==> src/rtl/stream_dedup_buffer_if.sv <==
// Sorted-stream input handshake for stream_dedup_buffer: valid/ready with data and
// end-of-pass marker.
interface stream_dedup_buffer_if #(
  parameter int WIDTH = 32
);
  logic             in_valid;
  logic             in_ready;
  logic [WIDTH-1:0] in_data;
  logic             in_last;

  modport master (output in_valid, output in_data, output in_last, input  in_ready);
  modport slave  (input  in_valid, input  in_data, input  in_last, output in_ready);
endinterface

==> src/rtl/stream_dedup_buffer.sv <==
// Streaming duplicate remover: compacts a sorted stream into a DEPTH-entry buffer, keeping
// at most MAX_DUP copies per value. Optional order checker under STREAM_DEDUP_SORT_CHECK_EN.
module stream_dedup_buffer #(
  parameter int WIDTH   = 32,
  parameter int DEPTH   = 32,
  parameter int MAX_DUP = 1
) (
  input  logic                       clk,
  input  logic                       rst,
  input  logic                       start,
  stream_dedup_buffer_if.slave       in_if,
  output logic                       busy,
  output logic                       done,
  output logic [$clog2(DEPTH+1)-1:0] k,
  output logic                       overflow,
  output logic                       sort_err,
  input  logic [$clog2(DEPTH)-1:0]   rd_addr,
  output logic [WIDTH-1:0]           rd_data
);

  localparam int KW = $clog2(DEPTH + 1);
  localparam int AW = $clog2(DEPTH);
  localparam int CW = (MAX_DUP < 1) ? 1 : $clog2(MAX_DUP + 1);
  localparam logic [KW-1:0] DEPTH_C   = KW'(DEPTH);
  localparam logic [CW-1:0] MAX_DUP_C = CW'(MAX_DUP);

  if (MAX_DUP < 1) begin : g_bad_max_dup
    $error("stream_dedup_buffer: MAX_DUP must be at least 1");
  end
  if ((DEPTH < 2) || ((DEPTH & (DEPTH - 1)) != 0)) begin : g_bad_depth
    $error("stream_dedup_buffer: DEPTH must be a power of two and at least 2");
  end

  typedef enum logic [1:0] {S_IDLE, S_RUN, S_DONE} state_t;

  state_t            state_q, state_d;
  logic [KW-1:0]     k_q, k_d;
  logic [CW-1:0]     run_cnt_q, run_cnt_d;
  logic [WIDTH-1:0]  prev_q, prev_d;
  logic              done_q, done_d;
  logic              overflow_q, overflow_d;
  logic [WIDTH-1:0]  rd_data_q;
  logic [WIDTH-1:0]  buf_mem [DEPTH];

  logic              xfer;
  logic              keep;
  logic              wr_en;
  logic [AW-1:0]     wr_addr;

`ifdef STREAM_DEDUP_SORT_CHECK_EN
  logic              sort_err_q, sort_err_d;
`endif

  assign xfer    = in_if.in_valid && (state_q == S_RUN);
  assign wr_addr = k_q[AW-1:0];

  // run_cnt of zero marks "no element seen yet this pass"; it is >= 1 after any transfer.
  always_comb begin
    state_d    = state_q;
    k_d        = k_q;
    run_cnt_d  = run_cnt_q;
    prev_d     = prev_q;
    done_d     = 1'b0;
    overflow_d = overflow_q;
    keep       = 1'b0;
    wr_en      = 1'b0;
`ifdef STREAM_DEDUP_SORT_CHECK_EN
    sort_err_d = sort_err_q;
`endif
    case (state_q)
      S_IDLE, S_DONE: begin
        if (start) begin
          state_d    = S_RUN;
          k_d        = '0;
          run_cnt_d  = '0;
          overflow_d = 1'b0;
`ifdef STREAM_DEDUP_SORT_CHECK_EN
          sort_err_d = 1'b0;
`endif
        end
      end
      S_RUN: begin
        if (xfer) begin
          if ((run_cnt_q == '0) || (in_if.in_data != prev_q)) begin
            keep      = 1'b1;
            prev_d    = in_if.in_data;
            run_cnt_d = CW'(1);
          end else begin
            keep = (run_cnt_q < MAX_DUP_C);
            if (keep) run_cnt_d = run_cnt_q + CW'(1);
          end
          // A kept element that finds the buffer full is dropped, but still drives dedup state.
          if (keep) begin
            if (k_q < DEPTH_C) begin
              wr_en = 1'b1;
              k_d   = k_q + KW'(1);
            end else begin
              overflow_d = 1'b1;
            end
          end
`ifdef STREAM_DEDUP_SORT_CHECK_EN
          if ((run_cnt_q != '0) && (in_if.in_data < prev_q)) sort_err_d = 1'b1;
`endif
          if (in_if.in_last) begin
            state_d = S_DONE;
            done_d  = 1'b1;
          end
        end
      end
      default: state_d = S_IDLE;
    endcase
  end

  always_ff @(posedge clk or posedge rst) begin
    if (rst) begin
      state_q    <= S_IDLE;
      k_q        <= '0;
      run_cnt_q  <= '0;
      prev_q     <= '0;
      done_q     <= 1'b0;
      overflow_q <= 1'b0;
    end else begin
      state_q    <= state_d;
      k_q        <= k_d;
      run_cnt_q  <= run_cnt_d;
      prev_q     <= prev_d;
      done_q     <= done_d;
      overflow_q <= overflow_d;
    end
  end

`ifdef STREAM_DEDUP_SORT_CHECK_EN
  always_ff @(posedge clk or posedge rst) begin
    if (rst) sort_err_q <= 1'b0;
    else     sort_err_q <= sort_err_d;
  end
  assign sort_err = sort_err_q;
`else
  assign sort_err = 1'b0;
`endif

  // Buffer storage is deliberately not reset; entries at index >= k are stale.
  always_ff @(posedge clk) begin
    if (wr_en) buf_mem[wr_addr] <= in_if.in_data;
  end

  always_ff @(posedge clk or posedge rst) begin
    if (rst) rd_data_q <= '0;
    else     rd_data_q <= buf_mem[rd_addr];
  end

  assign in_if.in_ready = (state_q == S_RUN);
  assign busy           = (state_q == S_RUN);
  assign done           = done_q;
  assign k              = k_q;
  assign overflow       = overflow_q;
  assign rd_data        = rd_data_q;

endmodule

==> src/flat_wrapper.sv <==
// flat-port wrapper written by rule: the top's interface ports become plain ports
module stream_dedup_buffer_flat 
#(
  parameter int WIDTH   = 32,
  parameter int DEPTH   = 32,
  parameter int MAX_DUP = 1
)
  (clk, rst, start, busy, done, k, overflow, sort_err, rd_addr, rd_data, in_if_in_valid, in_if_in_data, in_if_in_last, in_if_in_ready);
  stream_dedup_buffer_if #(.WIDTH(WIDTH)) in_if_i ();
  input  logic clk;
  input  logic rst;
  input  logic start;
  output logic busy;
  output logic done;
  output logic [$clog2(DEPTH+1)-1:0] k;
  output logic overflow;
  output logic sort_err;
  input  logic [$clog2(DEPTH)-1:0] rd_addr;
  output logic [WIDTH-1:0] rd_data;
  input wire logic [$bits(in_if_i.in_valid)-1:0] in_if_in_valid;
  input wire logic [$bits(in_if_i.in_data)-1:0] in_if_in_data;
  input wire logic [$bits(in_if_i.in_last)-1:0] in_if_in_last;
  output wire logic [$bits(in_if_i.in_ready)-1:0] in_if_in_ready;
  assign in_if_i.in_valid = in_if_in_valid;
  assign in_if_i.in_data = in_if_in_data;
  assign in_if_i.in_last = in_if_in_last;
  assign in_if_in_ready = in_if_i.in_ready;
  stream_dedup_buffer #(.WIDTH(WIDTH), .DEPTH(DEPTH), .MAX_DUP(MAX_DUP)) u_core (.clk(clk), .rst(rst), .start(start), .in_if(in_if_i), .busy(busy), .done(done), .k(k), .overflow(overflow), .sort_err(sort_err), .rd_addr(rd_addr), .rd_data(rd_data));
endmodule
==> config.mk <==
export PLATFORM = sky130hd
export DESIGN_NAME = stream_dedup_buffer_flat
export DESIGN_NICKNAME = d
export VERILOG_FILES = /design/src/rtl/stream_dedup_buffer_if.sv /design/src/rtl/stream_dedup_buffer.sv /design/src/flat_wrapper.sv
export SDC_FILE = /design/constraint.sdc
export NUM_CORES = 1
export LEC_CHECK = 0
export ABC_AREA = 1
export BUFFER_PORTS_ARGS = -buffer_cell sky130_fd_sc_hd__clkbuf_2
export CORE_MARGIN = 10
export CORE_UTILIZATION = 40
export CTS_CLUSTER_SIZE = 16
export DETAILED_ROUTE_END_ITERATION = 8
export SYNTH_ARGS = -nofsm -noshare
export SYNTH_HDL_FRONTEND = slang
export SYNTH_SLANG_ARGS = --single-unit
==> constraint.sdc <==
create_clock -name clk -period 3.24 [get_ports clk]
set_input_delay 0.324 -clock clk [delete_from_list [all_inputs] [get_ports clk]]
set_output_delay 0.324 -clock clk [all_outputs]
set_load 0.01 [all_outputs]
==> results.sh, run 1 <==
export IMPL_antenna_found_initial=5
export IMPL_synth_largest_area_cell="edfxtp_1"
export IMPL_synth_fa_ha_area_share_pct=0.116
export IMPL_place_gp_congestion=0.836
export IMPL_worst_slack_ps=195
export IMPL_ys_top_cells_by_area="edfxtp_1, o21ai_0, nor2_1"
export IMPL_cts_buffers=110
export IMPL_dpl_cell_area_sq_mm=0.0462
export IMPL_drtIter0Drc=3196
export IMPL_hp_class="input port to flip-flop"
export IMPL_wl_per_cell_um=25.6
export IMPL_async_flop_share_pct=6.82
export IMPL_rsz0062_at_grt="false"
export IMPL_grt_busiest_layer="met2"
export IMPL_leakagePower_nw=16.7
export IMPL_port_buffers=83
export IMPL_final_fill_count=9485
export IMPL_io_pin_count=85
export IMPL_cts_max_level=3
export IMPL_critPathMaxFanout=32
export IMPL_synthFlopType="edfxtp_1"
export IMPL_ir_worst_vdd_v=0.000405
export IMPL_synth_cells=3258
export IMPL_outcome="finished clean"
export IMPL_clock_sinks=1099
export IMPL_drive_gt1_share_pct=13.5
export IMPL_clk_insertion_delay_late_ps=700
export IMPL_final_hold_viol_count=0
export IMPL_grt_util_met2_pct=32.6
export IMPL_cts_setup_buffers=0
export IMPL_max_cap_violations=0
export IMPL_core_rowCount=120
export IMPL_fin_area_sq_mm=0.0501
export IMPL_synth_top_family_by_area="compound AO/OA/AOI/OAI gates"
export IMPL_die_h_um=349
export IMPL_drtPass1Iterations=6
export IMPL_cts_hold_fix_buffers=18
export IMPL_gr_usage_met1_pct=27.5
export IMPL_core_area_sq_mm=0.107
export IMPL_vias=28100
export IMPL_postRouteAntennaNets=0
export IMPL_period_share_pct=94.0
export IMPL_gr_total_overflow=0
export IMPL_drv_slew=0
export IMPL_worst_setup_path_start_kind="flip-flop"
export IMPL_tritoncts="done"
export IMPL_setup_tns_ps=0
export IMPL_cts_root_buf="clkbuf_16"
export IMPL_yosysWarnings=0
export IMPL_syn_area_per_cell_sq_um=13.3
export IMPL_arrival_ps=3340
export IMPL_die_width_um=349
export IMPL_cts_max_path_buffers=3
export IMPL_synth_edf_count=1024
export IMPL_critPathRequiredTime_ps=3530
export IMPL_dp_hpwl_mm=76.9
export IMPL_synthSimpleGateAreaFrac_pct=8.86
export IMPL_grt_start_max_net_pins=104
export IMPL_grt_pass1_vias=27200
export IMPL_muxShareOfSynthArea_pct=0
export IMPL_netlist_area_sq_mm=0.0432
export IMPL_hold_ws_ps=42.1
export IMPL_post_place_ws_ps=-94.6
export IMPL_yosysMostFrequentCell="edfxtp_1"
export IMPL_grt_pass1_wl_mm=184
export IMPL_drcViolationCount=0
export IMPL_yosysSeqAreaShare_pct=75.5
export IMPL_synth_seq_cells=1099
export IMPL_ys_types=35
export IMPL_relSlewSlack_pct=10.6
export IMPL_met3_usage_pct=3.34
export IMPL_synth_xor_area_share_pct=0.162
export IMPL_powerDensity_mw_per_mm2=644
export IMPL_synth_compound_area_share_pct=12.2
export IMPL_clkTransAtPathRegs_ps=70
export IMPL_finalClockSkew_ps=28.6
export IMPL_viasPerCell=5.71
export IMPL_fin_crit_ps=3050
export IMPL_end_kind="flip-flop"
export IMPL_yosys_top_cells_count="edfxtp_1, nor2_1, o21ai_0, nand2_1, o221ai_1"
export IMPL_synth_top_area_share_pct=71.1
export IMPL_path_class="flip-flop to flip-flop"
export IMPL_mappedNetlistNets=3304
export IMPL_drt_total_wl_mm=126
export IMPL_fin_nets=3458
export IMPL_ctsResizeCount=0
export IMPL_setup_viol=0
export IMPL_tightest_slew_ps=1340
export IMPL_area_delta_synth_final_pct=15.9
export IMPL_grt_util_all_layers_pct=20.2
export IMPL_start_util_pct=40.3
export IMPL_timing_fmax_mhz=328
export IMPL_dieArea_sq_mm=0.122
## routing by layer
layer / vias to the layer above / share of wire (%)
li1: 12500 / -
met1: 14200 / 42
met2: 1194 / 47
met3: 234 / 7.6
met4: 4 / 3.4
met5: - / 0.019
## path summary, 6_finish.rpt
check / from / endpoint / slack, ps / cells past startpoint
worst max register to register: u_core.prev_q[24] / u_core.buf_mem[5][28] / 190 / 10
max in group asynchronous: rst / u_core.rd_data[31] / 2140 / 4
worst max-delay path: u_core.prev_q[24] / u_core.buf_mem[5][28] / 190 / 10
worst min register to register: u_core.run_cnt_q / u_core.run_cnt_q / 490 / 2
min in group asynchronous: rst / u_core.prev_q[12] / 270 / 3
worst min-delay path: in_if_in_data[5] / u_core.prev_q[5] / 40 / 3
## sequential cells by signal, summed over array words and instances (netlist names)
| name | flops |
|---|---|
| u_core.state_q | 2 |
| u_core.k | 6 |
| u_core.run_cnt_q | 1 |
| u_core.prev_q | 32 |
| u_core.overflow | 1 |
| u_core.rd_data | 32 |
| u_core.buf_mem | 1024 |
| u_core.done | 1 |
## report_power, final
group          internal (W)  switching, W  total (W)
Clock               0.00773       0.00538     0.0131
Combinational      0.000880       0.00212    0.00300
Sequential           0.0159      0.000227     0.0162
Total                0.0245       0.00774     0.0323
## worst max-delay path: stages (launching register included)
cell,delay (ps)
dfrtp_1,390
xnor2_1,130
nand2_1,190
nor2_1,80
nand2_1,150
nor2_2,80
nand2_2,140
nand4_1,110
buf_4,210
buf_4,160
nor2_4,980
## through the flow
stage,util (%),total power (W),std cells
final,46.7,0.0323,4911
after global routing,46.7,0.0333,4910
after CTS,46.7,0.0324,4909
after detailed placement,43.1,0.0194,4685
after global placement,43.1,0.0194,4685
after floorplan,-,0.0180,3258
## layout make-up
type / instances / area, sq um / area share (%)
clock inverter: 50 / 556 / 1.11
inverter: 64 / 270 / 0.539
clock buffer: 156 / 3200 / 6.38
sequential: 1099 / 32600 / 65.1
timing repair buffer: 271 / 2240 / 4.46
tap: 1403 / 1760 / 3.50
multi-input combinational: 1866 / 9460 / 18.9
antenna: 2 / 5.00 / 0.00999
## cell families (layout without fill, tap and decap cells)
| group | count (synthesis) | count (layout) |
|---|---|---|
| buffers and inverters | 293 | 541 |
| flip-flops | 1099 | 1099 |
| XOR/XNOR | 8 | 8 |
| AND/OR/NAND/NOR | 965 | 965 |
| AO/OA/AOI/OAI | 888 | 888 |
| adder cells (fa/ha/maj) | 4 | 4 |
| other | 1 | 3 |
## layout by cell type (no fill, tap or decap), drive strengths merged
master       count
diode            2
o221ai         186
nor2           608
dlygate4sd3     18
nor3             1
a31o             1
a31oi            1
nand3          121
o22ai           70
nand2          224
o211ai           1
xnor2            8
inv             65
dfrtp           75
bufinv          11
clkinvlp         3
or2              1
buf            173
o21ai          614
a21boi           1
a21oi            3
ha               4
o21a            11
nand4           10
conb             1
clkinv          35
clkbuf         236
edfxtp        1024
Note: power is estimated with default switching activity, not from simulation.
==> inputs of run 2 (changes only) <==
MAX_ROUTING_LAYER = met4   (was default)
REMOVE_ABC_BUFFERS = 1   (was default)
==> results.sh, run 2 (synthesized netlist as in run 1, its figures left out) <==
export IMPL_crit_buf_inv=3
export IMPL_dieArea_sq_mm=0.122
export IMPL_post_place_ws_ps=31.5
export IMPL_worst_slack_ps=229
export IMPL_gr_total_overflow=0
export IMPL_drt_total_wl_mm=128
export IMPL_fin_area_sq_mm=0.0498
export IMPL_worst_setup_path_start_kind="flip-flop"
export IMPL_drtIter0Drc=3671
export IMPL_dpl_cell_area_sq_mm=0.0461
export IMPL_final_seq_area_sq_mm=0.0326
export IMPL_max_cap_violations=0
export IMPL_largest_register_ffs=1024
export IMPL_relSlewSlack_pct=13.0
export IMPL_finalClockSkew_ps=32.9
export IMPL_setup_viol=0
export IMPL_cts_setup_buffers=0
export IMPL_hp_class="input port to flip-flop"
export IMPL_antenna_found_initial=4
export IMPL_multiInputGateArea_sq_mm=0.00947
export IMPL_die_width_um=349
export IMPL_end_kind="flip-flop"
export IMPL_leakagePower_nw=16.5
export IMPL_core_area_sq_mm=0.107
export IMPL_io_pin_count=85
export IMPL_critPathMaxFanout=28
export IMPL_dp_hpwl_mm=76.6
export IMPL_postRouteAntennaNets=0
export IMPL_grt_util_all_layers_pct=21.1
export IMPL_timing_fmax_mhz=332
export IMPL_clk_insertion_delay_late_ps=700
export IMPL_setup_tns_ps=0
export IMPL_clkTransAtPathRegs_ps=60
export IMPL_wl_per_cell_um=26.1
export IMPL_cts_max_path_buffers=3
export IMPL_cts_root_buf="clkbuf_16"
export IMPL_core_rowCount=120
export IMPL_die_h_um=349
export IMPL_drcViolationCount=0
export IMPL_vias=28300
export IMPL_final_fill_count=9361
export IMPL_tightest_slew_ps=1300
export IMPL_ir_worst_vdd_v=0.000436
export IMPL_critPathRequiredTime_ps=3630
export IMPL_drtPass1Iterations=5
export IMPL_grt_pass1_vias=26500
export IMPL_cts_buffers=108
export IMPL_ctsResizeCount=0
export IMPL_area_delta_synth_final_pct=15.3
export IMPL_grt_pass1_wl_mm=186
export IMPL_critPathTopFamily="simple AND/OR/NAND/NOR gates"
export IMPL_port_buffers=83
export IMPL_final_hold_viol_count=0
export IMPL_fin_nets=3436
export IMPL_start_util_pct=40.3
export IMPL_viasPerCell=5.79
export IMPL_grt_start_max_net_pins=127
export IMPL_rsz0062_at_grt="false"
export IMPL_clock_sinks=1099
export IMPL_period_share_pct=92.9
export IMPL_crit_chain="nor2_4 > inv_2 > nor2_2 > nand4_2 > buf_12 > nor2_4 > buf_4"
export IMPL_drv_slew=0
export IMPL_outcome="finished clean"
export IMPL_fin_crit_ps=3010
export IMPL_largest_register="u_core.buf_mem"
export IMPL_drive_gt1_share_pct=12.4
export IMPL_arrival_ps=3400
export IMPL_mostFrequentLayoutCells="edfxtp_1, nor2_1, o21ai_0"
export IMPL_worst_path_max_delay_cell="nor2_4"
export IMPL_cts_max_level=3
export IMPL_crit_top_cell="nor2_4"
export IMPL_final_common_cell="edfxtp_1"
export IMPL_powerDensity_mw_per_mm2=640
export IMPL_tritoncts="done"
export IMPL_path_class="flip-flop to flip-flop"
export IMPL_max_stage_delay_ps=890
export IMPL_place_gp_congestion=0.833
-- run 2: changes by cell type in the layout (fill, tap and decap cells not counted), moves of 4 or more --
cell       delta
buf_12        +5
clkbuf_8     -13
buf_4        -26
clkinv_1      +6
clkbuf_1     +12
clkbuf_16     -4
clkinv_2      -5
-- run 2: what timing repair did --
item | CTS | global route
endpoints found under the hold margin | 57 | 0
hold buffers | 18 | 0
setup endpoints to repair | 0 | 4
-- run 2: worst register-to-register path, stage by stage (launching register included) --
cell	delay, ps
dfrtp_1	400
nor2_4	290
inv_2	150
nor2_2	290
nand4_2	190
buf_12	200
nor2_4	890
buf_4	310
-- run 2: layer usage --
layer,GRT usage [%],vias to the layer above,wire length (um)
met3,3.99,130,12700
met5,-,-,0
met4,4.60,0,2140
met1,30.4,14300,55300
li1,-,12400,-
met2,30.9,1496,57500
-- run 2: report_power, final --
part	leakage, nW	internal (W)	switching, W
sequential	10.1	0.0159	0.000221
clock	1.73	0.00730	0.00541
combinational	4.69	0.000859	0.00217
-- run 2: worst paths after layout --
check	from	endpoint	slack [ps]	depth (start not counted)
max	u_core.state_q[1]	u_core.buf_mem[23][19]	230	7
min	in_if_in_data[9]	u_core.prev_q[9]	30	3
max reg2reg	u_core.state_q[1]	u_core.buf_mem[23][19]	230	7
min reg2reg	u_core.prev_q[14]	u_core.prev_q[14]	490	2
max in group asynchronous	rst	u_core.rd_data[18]	2180	4
min in group asynchronous	rst	u_core.rd_data[25]	300	3
-- run 2: layout make-up --
class | instances | area share [%]
Clock buffer | 151 | 5.95
Sequential cell | 1099 | 65.5
Tap cell | 1403 | 3.52
Antenna cell | 1 | 0.00502
Multi-Input combinational cell | 1867 | 19.0
Clock inverter | 54 | 1.23
Inverter | 64 | 0.542
Timing Repair Buffer | 250 | 4.30
-- run 2: through the flow --
step	hold WS, ps	total power [W]	std cells	util [%]
after floorplan	423	0.0178	3029	-
after global placement	459	0.0194	4664	43.0
after detailed placement	464	0.0194	4664	43.0
after CTS	17.2	0.0320	4887	46.5
after global routing	27.3	0.0329	4889	46.5
final	30.2	0.0319	4889	46.5
